==> config.mk <==
export PLATFORM = sky130hd
export DESIGN_NAME = bit_serial_subtractor
export DESIGN_NICKNAME = d
export VERILOG_FILES = /design/src/rtl/bit_serial_subtractor.sv
export SDC_FILE = /design/constraint.sdc
export NUM_CORES = 1
export LEC_CHECK = 0
export ABC_CLOCK_PERIOD_IN_PS = 2200
export CAP_MARGIN = 10
export CORE_MARGIN = 4
export CORE_UTILIZATION = 50
export CTS_BUF_LIST = sky130_fd_sc_hd__clkbuf_16
export DETAILED_ROUTE_END_ITERATION = 10
export PLACE_DENSITY = 0.73
export SLEW_MARGIN = 40
export SYNTH_ARGS = -nofsm -noshare
export SYNTH_HDL_FRONTEND = slang
export SYNTH_SLANG_ARGS = --single-unit
==> constraint.sdc <==
create_clock -name clk -period 2.2 [get_ports clk]
set_clock_uncertainty 0.2 [all_clocks]
set_input_delay 0.44 -clock clk [delete_from_list [all_inputs] [get_ports clk]]
set_output_delay 0.44 -clock clk [all_outputs]
set_load 0.01 [all_outputs]
==> src/rtl/bit_serial_subtractor.sv <==
// Bit-serial two's-complement subtractor: diff = a - b - borrow_in, one bit per clock, LSB first.
// Optional signed-overflow flag is built only when BIT_SERIAL_SUB_OVERFLOW_EN is defined.
module bit_serial_subtractor #(
  parameter int WIDTH = 8
) (
  input  logic             clk,
  input  logic             reset,
  input  logic             start,
  input  logic [WIDTH-1:0] a,
  input  logic [WIDTH-1:0] b,
  input  logic             borrow_in,
  output logic             busy,
  output logic             done,
  output logic [WIDTH-1:0] diff,
  output logic             borrow_out,
  output logic             zero,
  output logic             overflow
);

  localparam int CW = $clog2(WIDTH + 1);

  typedef enum logic [1:0] {
    S_IDLE  = 2'd0,
    S_SHIFT = 2'd1,
    S_DONE  = 2'd2
  } state_t;

  state_t         state;
  state_t         next_state;
  logic [WIDTH-1:0] a_sr;
  logic [WIDTH-1:0] b_sr;
  logic [WIDTH-1:0] res_sr;
  logic [CW-1:0]    cnt;
  logic             br;

  logic             accept;
  logic             last_shift;
  logic             bit_d;
  logic             br_next;
  logic [WIDTH-1:0] res_next;

  assign accept     = (state == S_IDLE) && start;
  assign last_shift = (state == S_SHIFT) && (cnt == CW'(WIDTH - 1));
  assign bit_d      = a_sr[0] ^ b_sr[0] ^ br;
  assign br_next    = (~a_sr[0] & b_sr[0]) | (~(a_sr[0] ^ b_sr[0]) & br);
  assign res_next   = {bit_d, res_sr[WIDTH-1:1]};

  // State register
  always_ff @(posedge clk) begin
    if (reset) state <= S_IDLE;
    else       state <= next_state;
  end

  // Next-state logic
  always_comb begin
    next_state = state;
    case (state)
      S_IDLE:  if (start) next_state = S_SHIFT;
      S_SHIFT: if (last_shift) next_state = S_DONE;
      S_DONE:  next_state = S_IDLE;
      default: next_state = S_IDLE;
    endcase
  end

  // Output logic
  always_comb begin
    busy = 1'b0;
    done = 1'b0;
    case (state)
      S_IDLE:  busy = 1'b0;
      S_SHIFT: busy = 1'b1;
      S_DONE: begin
        busy = 1'b1;
        done = 1'b1;
      end
      default: busy = 1'b0;
    endcase
  end

  // Datapath: result register stays internal; visible outputs load only on the last shift.
  always_ff @(posedge clk) begin
    if (reset) begin
      a_sr       <= '0;
      b_sr       <= '0;
      res_sr     <= '0;
      cnt        <= '0;
      br         <= 1'b0;
      diff       <= '0;
      borrow_out <= 1'b0;
      zero       <= 1'b0;
    end else if (accept) begin
      a_sr <= a;
      b_sr <= b;
      br   <= borrow_in;
      cnt  <= '0;
    end else if (state == S_SHIFT) begin
      a_sr   <= {1'b0, a_sr[WIDTH-1:1]};
      b_sr   <= {1'b0, b_sr[WIDTH-1:1]};
      res_sr <= res_next;
      br     <= br_next;
      cnt    <= cnt + CW'(1);
      if (last_shift) begin
        diff       <= res_next;
        borrow_out <= br_next;
        zero       <= (res_next == '0);
      end
    end
  end

`ifdef BIT_SERIAL_SUB_OVERFLOW_EN
  // Signed overflow: borrow into the MSB differs from borrow out of it.
  always_ff @(posedge clk) begin
    if (reset)           overflow <= 1'b0;
    else if (last_shift) overflow <= br ^ br_next;
  end
`else
  assign overflow = 1'b0;
`endif

endmodule

==> metrics.yaml, run 1 <==
rr_endpoint: "diff[3]"
yosysSeqAreaShare: 0.4466
maxCapViolations: 0
grt_pass1_wl_um: 5796
timing.final.crit_share: 0.9244
path_class: "flip-flop to primary output"
worstPathCellList: "inv_1 > ha_1 > clkdlybuf4s50_1"
hp-class: "flip-flop to flip-flop"
cts_tree: "yes"
place_hpwl_um: 2494
finalMaxSlewViolations: 0
finalWorstSetupSlack_ns: 0.1664
initial_utilization: 0.5290
dr.pass1.iters: 4
cp_data_required_time_ns: 1.56
leakagePower_nw: 0.8308
antenna_found_initial: 0
die_y_um: 67.88
grt_max_degree: 43
final_antenna_net_count: 0
routed_wl_um: 3547
cp-start-kind: "flip-flop"
fp-row-count: 21
clkLatencyLatePin_ns: 0.28
r2r_start: "state[1]"
fmaxAchievable_ghz: 0.4917
endpoint: "done"
syn_nets: 215
crit_buf_inv: 2
yosysWarnings: 0
drive_above_1_share: 0.05556
port_buffers: 31
syn_to_final_growth_pct: 25.89
core_mm2: 0.003390
ios: 33
die_area_mm2: 0.004608
clk_pin_slew_ns: 0.05
cp_data_arrival_time_ns: 1.39
final_nets: 242
wl_per_cell_um: 13.54
synth-seq-cells: 40
pre_cts_ws_ns: 0.2309
synth.cell_area_mm2: 0.001793
final.setup.tns_ns: 0
setup_viol: 0
p_per_area_mw_per_mm2: 1029
peakVddDrop_mv: 0.7341
htreeDepth: 2
regToRegSetupSlack_ns: 0.48
cts_buffers: 5
die_x_um: 67.88
r2r_cells: 5
syn_avg_cell_area_um2: 9.537
status: "complete, no violations"
critPathTopFamily: "buffers and inverters"
globalplace.congestion: 0.7457
crit_path_end_kind: "primary output"
syn_inst: 188
drtIter0Drc: 45
diodes: 0
cp_slowest_cell: "clkdlybuf4s50_1"
grtUsageTotal: 0.1688
period_minus_slack_ns: 2.034
path_max_fanout: 4
clockBufferDepth: 2
cp.depth: 3
grt_pass1_vias: 1324
startpoint: "state[0]"
grt_overflow: 0
num_vias: 1397
hold_viol: 0
synth_cell_types: 31
ctsHoldBuffers: 0
root_buffer: "clkbuf_16"
worst_path_largest_cell_delay_ns: 0.53
drc: 0
cts.sinks: 40
rsz0062_at_grt: "no"
viasPerCell: 5.332
[registers in the layout, indices dropped and copies added (netlist names)]
| register | flops |
|---|---|
| b_sr | 8 |
| br | 1 |
| cnt | 4 |
| diff | 8 |
| a_sr | 8 |
| res_sr | 7 |
| state | 2 |
| borrow_out | 1 |
| zero | 1 |
[layer usage]
metal  vias to the layer above  part of all wire  global-route usage
li1                        713                 -                   -
met3                         4             0.045             0.06568
met4                         0             0.010             0.04467
met1                       659              0.45              0.1977
met2                        21              0.49              0.2880
met5                         -                 0                   0
[area by class of cell]
class                      instances  area, µm²
timing repair buffer              36      375.4
clock buffer                       5      125.1
multi-input combinational        128      870.8
inverter                           4      15.01
fill                             266       1132
sequential                        40      802.0
tap                               46      57.56
clock inverter                     3      11.26
[worst min-delay path, delay by kind of cell (launching register included)]
kind               cells  cell delay [ns]
DFF                    1             0.31
AOI/OAI and AO/OA      2             0.13
[cells in the final DEF (no fill, tap or decap), types with 2 or more instances in the layout]
| master | synthesis | final |
|---|---|---|
| nand2b_1 | 4 | 4 |
| nor2_1 | 21 | 21 |
| clkbuf_16 | 0 | 5 |
| buf_4 | 2 | 3 |
| ha_1 | 6 | 6 |
| xor2_1 | 2 | 2 |
| nand4_1 | 2 | 2 |
| a21oi_1 | 14 | 14 |
| nand3_1 | 8 | 8 |
| a211oi_1 | 14 | 14 |
| inv_1 | 4 | 6 |
| nor3_1 | 4 | 4 |
| clkdlybuf4s50_1 | 0 | 30 |
| buf_12 | 0 | 2 |
| nand3b_1 | 3 | 3 |
| mux2i_1 | 24 | 24 |
| dfxtp_1 | 40 | 39 |
| o21ai_0 | 9 | 9 |
| nor4_1 | 2 | 2 |
| nand2_1 | 6 | 6 |
[Yosys cell counts]
cell      number  area share
a211oi_1      14       0.059
a21oi_1       14       0.039
a311oi_1       1      0.0049
and2_1         1      0.0035
and4b_4        1      0.0077
buf_1          2      0.0042
buf_2          6       0.017
buf_4          2      0.0084
buf_6          4       0.025
clkbuf_1       1      0.0021
clkbuf_2       1      0.0028
conb_1         1      0.0021
dfxtp_1       40        0.45
fa_1           1       0.011
ha_1           6       0.042
inv_1          4      0.0084
mux2i_1       24        0.13
nand2_1        6       0.013
nand2b_1       4       0.014
nand3_1        8       0.022
nand3b_1       3       0.013
nand4_1        2      0.0070
nand4b_1       1      0.0049
nor2_1        21       0.044
nor2b_1        1      0.0035
nor3_1         4       0.011
nor4_1         2      0.0070
o211ai_1       1      0.0042
o21ai_0        9       0.025
xnor2_1        1      0.0049
xor2_1         2      0.0098
[power by group]
part           switching (mW)  internal, mW  total, mW
clock                   0.253         0.407      0.660
combinational           0.388         0.355      0.743
sequential             0.0737         0.846      0.920
total                   0.715          1.61       2.32
[metrics by stage]
stage          instances  power, mW    util  hold WS [ns]  area (µm²)
6_report             262      2.323  0.6659        0.2869        2257
4_1_cts              262      2.360  0.6652        0.2868        2255
5_1_grt              262      2.482  0.6659        0.3058        2257
3_3_place_gp         254      1.647  0.6246        0.2664        2117
3_5_place_dp         254      1.686  0.6246        0.2786        2117
2_1_floorplan        188      1.510       -        0.2562        1793
[what timing repair did]
action,in CTS,in global routing
buffers inserted,0,0
gates cloned,0,0
gates resized for setup,1,1
endpoints found under the setup margin,1,1
[cells by family (layout without fill, tap and decap cells)]
logic type,count (synthesis),in the layout,synth area share
simple gates,54,54,0.1500
mux,24,24,0.1340
compound gates,39,39,0.1319
flops,40,40,0.4466
fa+ha+maj,7,7,0.05303
other cells,1,1,0.002092
xor+xnor,3,3,0.01466
buf+inv,20,48,0.06768
[worst min path at each step]
stage	slack (ns)	to	from	cells past startpoint
finish	0.29	diff[7]	diff[7]	2
floorplan	0.26	diff[0]	res_sr[1]	2
CTS	0.29	diff[0]	res_sr[1]	2
global route	0.31	diff[0]	diff[0]	2
detailed placement	0.28	diff[0]	res_sr[1]	2
global placement	0.27	diff[5]	diff[5]	2
(Power assumes the default switching activity.)
==> run 2: changes to the inputs <==
--- a/config.mk
+++ b/config.mk
@@ -10,8 +10,10 @@
 export CORE_MARGIN = 4
 export CORE_UTILIZATION = 50
 export CTS_BUF_LIST = sky130_fd_sc_hd__clkbuf_16
+export CTS_CLUSTER_DIAMETER = 60
 export DETAILED_ROUTE_END_ITERATION = 10
 export PLACE_DENSITY = 0.73
+export SETUP_SLACK_MARGIN = 0.5
 export SLEW_MARGIN = 40
 export SYNTH_ARGS = -nofsm -noshare
 export SYNTH_HDL_FRONTEND = slang
==> metrics.yaml, run 2 (synthesis results as in run 1) <==
htreeDepth: 2  # unchanged
n_fill_cell: 267  # +0.38%
layout_common_cells: "dfxtp_1 (37), mux2i_1 (24), nor2_1 (21), clkdlybuf4s50_1 (19), a211oi_1 (14)"
grt_max_degree: 43  # unchanged
cp_data_required_time_ns: 1.56  # about the same
initial_utilization: 0.5290  # unchanged
port_buffers: 31  # unchanged
clk_pin_slew_ns: 0.05  # about the same
maxCapViolations: 0  # unchanged
cp_data_arrival_time_ns: 1.03  # -0.36 ns
antenna_found_initial: 0  # unchanged
core_mm2: 0.003390  # unchanged
topRoutingLayerUsed: "met4"
post-place-cells: 254  # unchanged
cts_buffers: 5  # unchanged
viasPerCell: 5.211  # -2.3%
drtIter0Drc: 39  # -13%
setup_viol: 0  # unchanged
grt_pass1_vias: 1322  # -0.15%
clockBufferDepth: 2  # unchanged
sw_frac_of_total: 0.3083  # +0.0004500
dr.pass1.iters: 4  # unchanged
cp-start-kind: "flip-flop"
grt_pass1_wl_um: 5796  # unchanged
final_area_mm2: 0.002305  # +2.1%
ctsHoldBuffers: 0  # unchanged
grtUsageTotal: 0.1688  # unchanged
p_int_mw: 1.656  # +3.0%
wl_met3_um: 157  # -2.5%
drc: 0  # unchanged
fp-row-count: 21  # unchanged
wl_met2_um: 1756  # +1.1%
final_core_util: 0.6800  # +0.01403
die_x_um: 67.88  # unchanged
cts.sinks: 40  # unchanged
final_common_cell: "dfxtp_1"
clkLatencyLatePin_ns: 0.28  # about the same
crit_path_end_kind: "primary output"
timing.final.crit_share: 0.7576  # -0.1668
p_seq_frac: 0.386  # -0.010
p_per_area_mw_per_mm2: 1039  # +0.96%
globalplace.congestion: 0.7457  # unchanged
peakVddDrop_mv: 0.7799  # +6.2%
regToRegSetupSlack_ns: 0.59  # +0.11 ns
status: "complete, no violations"
rsz0062_at_grt: "yes"
final_antenna_net_count: 0  # unchanged
final.setup.tns_ns: 0  # unchanged
placed_area_mm2: 0.002117  # unchanged
grt_overflow: 0  # unchanged
path_max_fanout: 4  # unchanged
drive_above_1_share: 0.1233  # +0.06773
leakagePower_nw: 0.8901  # +7.1%
place_hpwl_um: 2494  # unchanged
root_buffer: "clkbuf_16"
num_vias: 1381  # -1.1%
period_minus_slack_ns: 1.667  # -0.3669 ns
wl_met1_um: 1622  # +0.68%
cts_tree: "yes"
routed_wl_um: 3567  # +0.56%
die_y_um: 67.88  # unchanged
p_sw_uw: 738.2  # +3.2%
die_area_mm2: 0.004608  # unchanged
clkPwrFrac: 0.277  # -0.007
finalNonFillerCells: 265  # +1.1%
diodes: 0  # unchanged
ios: 33  # unchanged
final_nets: 245  # +1.2%
pwr-share-comb: 0.337  # +0.017
fmaxAchievable_ghz: 0.6000  # +22%
hp-class: "flip-flop to flip-flop"
wl_per_cell_um: 13.46  # -0.57%
finalMaxSlewViolations: 0  # unchanged
path_class: "flip-flop to primary output"
syn_to_final_growth_pct: 28.54
hold_viol: 0  # unchanged
reg_top3: "a_sr: 8 flops, b_sr: 8 flops, diff: 8 flops"
run 2: per-stage QoR:
| stage | total power [mW] | hold WS, ns | setup WS (ns) |
|---|---|---|---|
| detailed placement | 1.686 | 0.2786 | 0.2309 |
| global route | 2.554 | 0.3034 | 0.4929 |
| finish | 2.394 | 0.2827 | 0.5333 |
| CTS | 2.357 | 0.2858 | 0.4549 |
| floorplan | 1.510 | 0.2562 | 0.6022 |
| global placement | 1.647 | 0.2664 | 0.3002 |
run 2: power by group through the flow:
| stage | clock [mW] | combinational [mW] | sequential, mW |
|---|---|---|---|
| after global routing | 0.722 | 0.894 | 0.938 |
| after detailed placement | 0 | 0.752 | 0.934 |
| final | 0.663 | 0.808 | 0.924 |
| after floorplan | 0 | 0.597 | 0.913 |
| after global placement | 0 | 0.718 | 0.929 |
| after CTS | 0.685 | 0.754 | 0.918 |
run 2: repair_timing:
item,in CTS,in global routing
buffers inserted,1,2
endpoints found under the setup margin,13,13
resized for setup,22,12
pin swaps,0,2
run 2: final timing paths:
path                 start         end  depth (start not counted)
setup / recovery  state[1]        busy                          3
hold / removal     diff[7]     diff[7]                          2
setup reg to reg  state[0]  borrow_out                          5
hold reg to reg    diff[7]     diff[7]                          2
run 2: layout make-up:
| cell class | instances | area, µm² | area share |
|---|---|---|---|
| well taps | 46 | 57.56 | 0.02497 |
| flip-flops and latches | 40 | 807.0 | 0.3502 |
| inverters | 4 | 17.52 | 0.007600 |
| clock inverters | 3 | 11.26 | 0.004886 |
| clock buffers | 5 | 125.1 | 0.05429 |
| repair buffers | 39 | 386.6 | 0.1678 |
| multi-input cells | 128 | 899.6 | 0.3903 |
run 2: critical path, stage by stage (launching register included):
cell     delay, ns
dfxtp_4       0.36
inv_4         0.05
ha_4          0.23
buf_6         0.11
run 2: layer usage:
metal  GRT usage  up-vias
met3     0.06568        2
li1            -      720
met4     0.04467        0
met1      0.1977      640
met2      0.2880       19
met5           0        -
==> run 3: changes to the inputs <==
--- a/config.mk
+++ b/config.mk
@@ -5,14 +5,14 @@
 export SDC_FILE = /design/constraint.sdc
 export NUM_CORES = 1
 export LEC_CHECK = 0
-export ABC_CLOCK_PERIOD_IN_PS = 2200
+export ABC_CLOCK_PERIOD_IN_PS = 1510
 export CAP_MARGIN = 10
 export CORE_MARGIN = 4
-export CORE_UTILIZATION = 50
+export CORE_UTILIZATION = 46
 export CTS_BUF_LIST = sky130_fd_sc_hd__clkbuf_16
 export CTS_CLUSTER_DIAMETER = 60
 export DETAILED_ROUTE_END_ITERATION = 10
-export PLACE_DENSITY = 0.73
+export PLACE_DENSITY = 0.7
 export SETUP_SLACK_MARGIN = 0.5
 export SLEW_MARGIN = 40
 export SYNTH_ARGS = -nofsm -noshare
==> constraint.sdc (replaced) <==
create_clock -name clk -period 1.51 [get_ports clk]
set_clock_uncertainty 0.2 [all_clocks]
set_input_delay 0.302 -clock clk [delete_from_list [all_inputs] [get_ports clk]]
set_output_delay 0.302 -clock clk [all_outputs]
set_load 0.01 [all_outputs]
==> metrics.yaml, run 3 (synthesis results as in run 1) <==
status: "complete, but fails checks"
violations: "setup timing"
clockBufferDepth: 2  # unchanged
diodes: 0  # unchanged
drc: 0  # unchanged
die_area_mm2: 0.004960  # +7.7%
dr.pass1.iters: 4  # unchanged
die_x_um: 70.43  # +3.8%
worstPathCellList: "inv_4 > buf_6 > ha_4 > buf_4 > buf_8 > mux2i_4 > a211oi_2"
cp_data_required_time_ns: 1.51  # -0.05 ns
p_per_area_mw_per_mm2: 1541  # +48%
grtUsageTotal: 0.1814  # +0.01264
final_nets: 272  # +11%
grt_pass1_vias: 1581  # +20%
hold_viol: 0  # unchanged
die_y_um: 70.43  # +3.8%
num_vias: 1616  # +17%
initial_utilization: 0.4825  # -0.04649
setup_viol: 33  # +33
place_hpwl_um: 2718  # +9.0%
clk_pin_slew_ns: 0.06  # about the same
grt_pass1_wl_um: 7093  # +22%
routed_wl_um: 5180  # +45%
post-place-cells: 267  # +5.1%
reg_top3: "a_sr: 8 flops, b_sr: 8 flops, diff: 8 flops"
crit_path_end_kind: "flip-flop"
cts.sinks: 40  # unchanged
crit_buf_inv: 4  # +2
cp_slowest_cell: "dfxtp_2"
hp-class: "flip-flop to flip-flop"
drtIter0Drc: 115  # +190%
seqCellArea_um2: 823.3  # +2.0%
period_minus_slack_ns: 1.647
final_core_util: 0.7852  # +0.1052
cts_tree: "yes"
fp-row-count: 22  # +4.8%
finalWorstSetupSlack_ns: -0.1370  # -0.6703 ns
layout_common_cells: "dfxtp_1 (26), mux2i_1 (22), nor2_1 (21), clkdlybuf4s50_1 (19)"
finalNonFillerCells: 294  # +11%
grt_overflow: 0  # unchanged
rsz0062_at_grt: "yes"
multiInputGateArea_mm2: 0.001117  # +24%
clkLatencyLatePin_ns: 0.28  # about the same
drive_above_1_share: 0.4390  # +0.3157
cp_data_arrival_time_ns: 1.65  # +0.62 ns
path_class: "flip-flop to flip-flop"
final_common_cell: "dfxtp_1"
antenna_found_initial: 0  # unchanged
htreeDepth: 2  # unchanged
worst_path_largest_cell_delay_ns: 0.35  # about the same
leakagePower_nw: 1.094  # +23%
cts_buffers: 5  # unchanged
grt_max_degree: 23  # -47%
globalplace.congestion: 0.8469  # +14%
wl_per_cell_um: 17.62  # +31%
port_buffers: 31  # unchanged
maxCapViolations: 0  # unchanged
finalMaxSlewViolations: 0  # unchanged
core_mm2: 0.003716  # +9.6%
root_buffer: "clkbuf_16"
viasPerCell: 5.497  # +5.5%
critPathTopFamily: "buffers and inverters"
fmaxAchievable_ghz: 0.6072
final_antenna_net_count: 0  # unchanged
timing.final.crit_share: 1.091
path_max_fanout: 9  # +5
cp-start-kind: "flip-flop"
syn_to_final_growth_pct: 62.74
peakVddDrop_mv: 0.8135  # +4.3%
ios: 33  # unchanged
n_fill_cell: 216  # -19%
## run 3: layout make-up
cell class,instances,share of cell area
Clock buffer,6,0.05146
Clock inverter,2,0.003002
Inverter,4,0.006861
Multi-Input combinational cell,128,0.3829
Sequential cell,40,0.2822
Tap cell,48,0.02058
Timing Repair Buffer,66,0.2530
## run 3: per-stage QoR
step | hold slack [ns] | total power [mW] | instance area, µm² | TNS [ns] | setup slack (ns)
finish | 0.3004 | 4.495 | 2918 | -2.374 | -0.1370
global route | 0.3186 | 4.717 | 2918 | -4.411 | -0.2016
CTS | 0.2863 | 4.036 | 2633 | -0.2425 | -0.04607
detailed placement | 0.2748 | 2.718 | 2323 | -4.771 | -0.2176
global placement | 0.2642 | 2.668 | 2323 | -3.260 | -0.1711
floorplan | 0.2448 | 2.364 | 1897 | 0 | 0.04174
## run 3: power by group
| part | leakage, nW | switching [mW] | internal (mW) |
|---|---|---|---|
| logic | 0.677 | 0.890 | 1.13 |
| clock network | 0.0832 | 0.402 | 0.703 |
| registers | 0.334 | 0.129 | 1.24 |
## run 3: final timing paths
check,startpoint,end,slack [ns],depth (start not counted)
max,state[1],b_sr[4],-0.14,7
min,a_sr[7],a_sr[7],0.30,2
max reg2reg,state[1],b_sr[4],-0.14,7
min reg2reg,a_sr[7],a_sr[7],0.30,2
## run 3: worst min-delay path, delay by kind of cell, from the launching register on
kind | cells | cell delay (ns)
AOI/OAI and AO/OA | 1 | 0.05
DFF | 1 | 0.31
and+or+nand+nor | 1 | 0.09
## run 3: metal layers
layer  wire, µm  global-route usage  share of wire
met1       2008              0.1914           0.39
met2       2768              0.3233           0.53
met3        261             0.05324          0.050
met4        142             0.09149          0.027
met5          0                   0              0
## run 3: repair_timing
item                       4_1_cts  5_1_grt
hold buffers                     0        0
setup buffers                    8        8
setup endpoints to repair       52       52
pin swaps                       11       22
gates resized for setup         83       33
cloned                           0        3
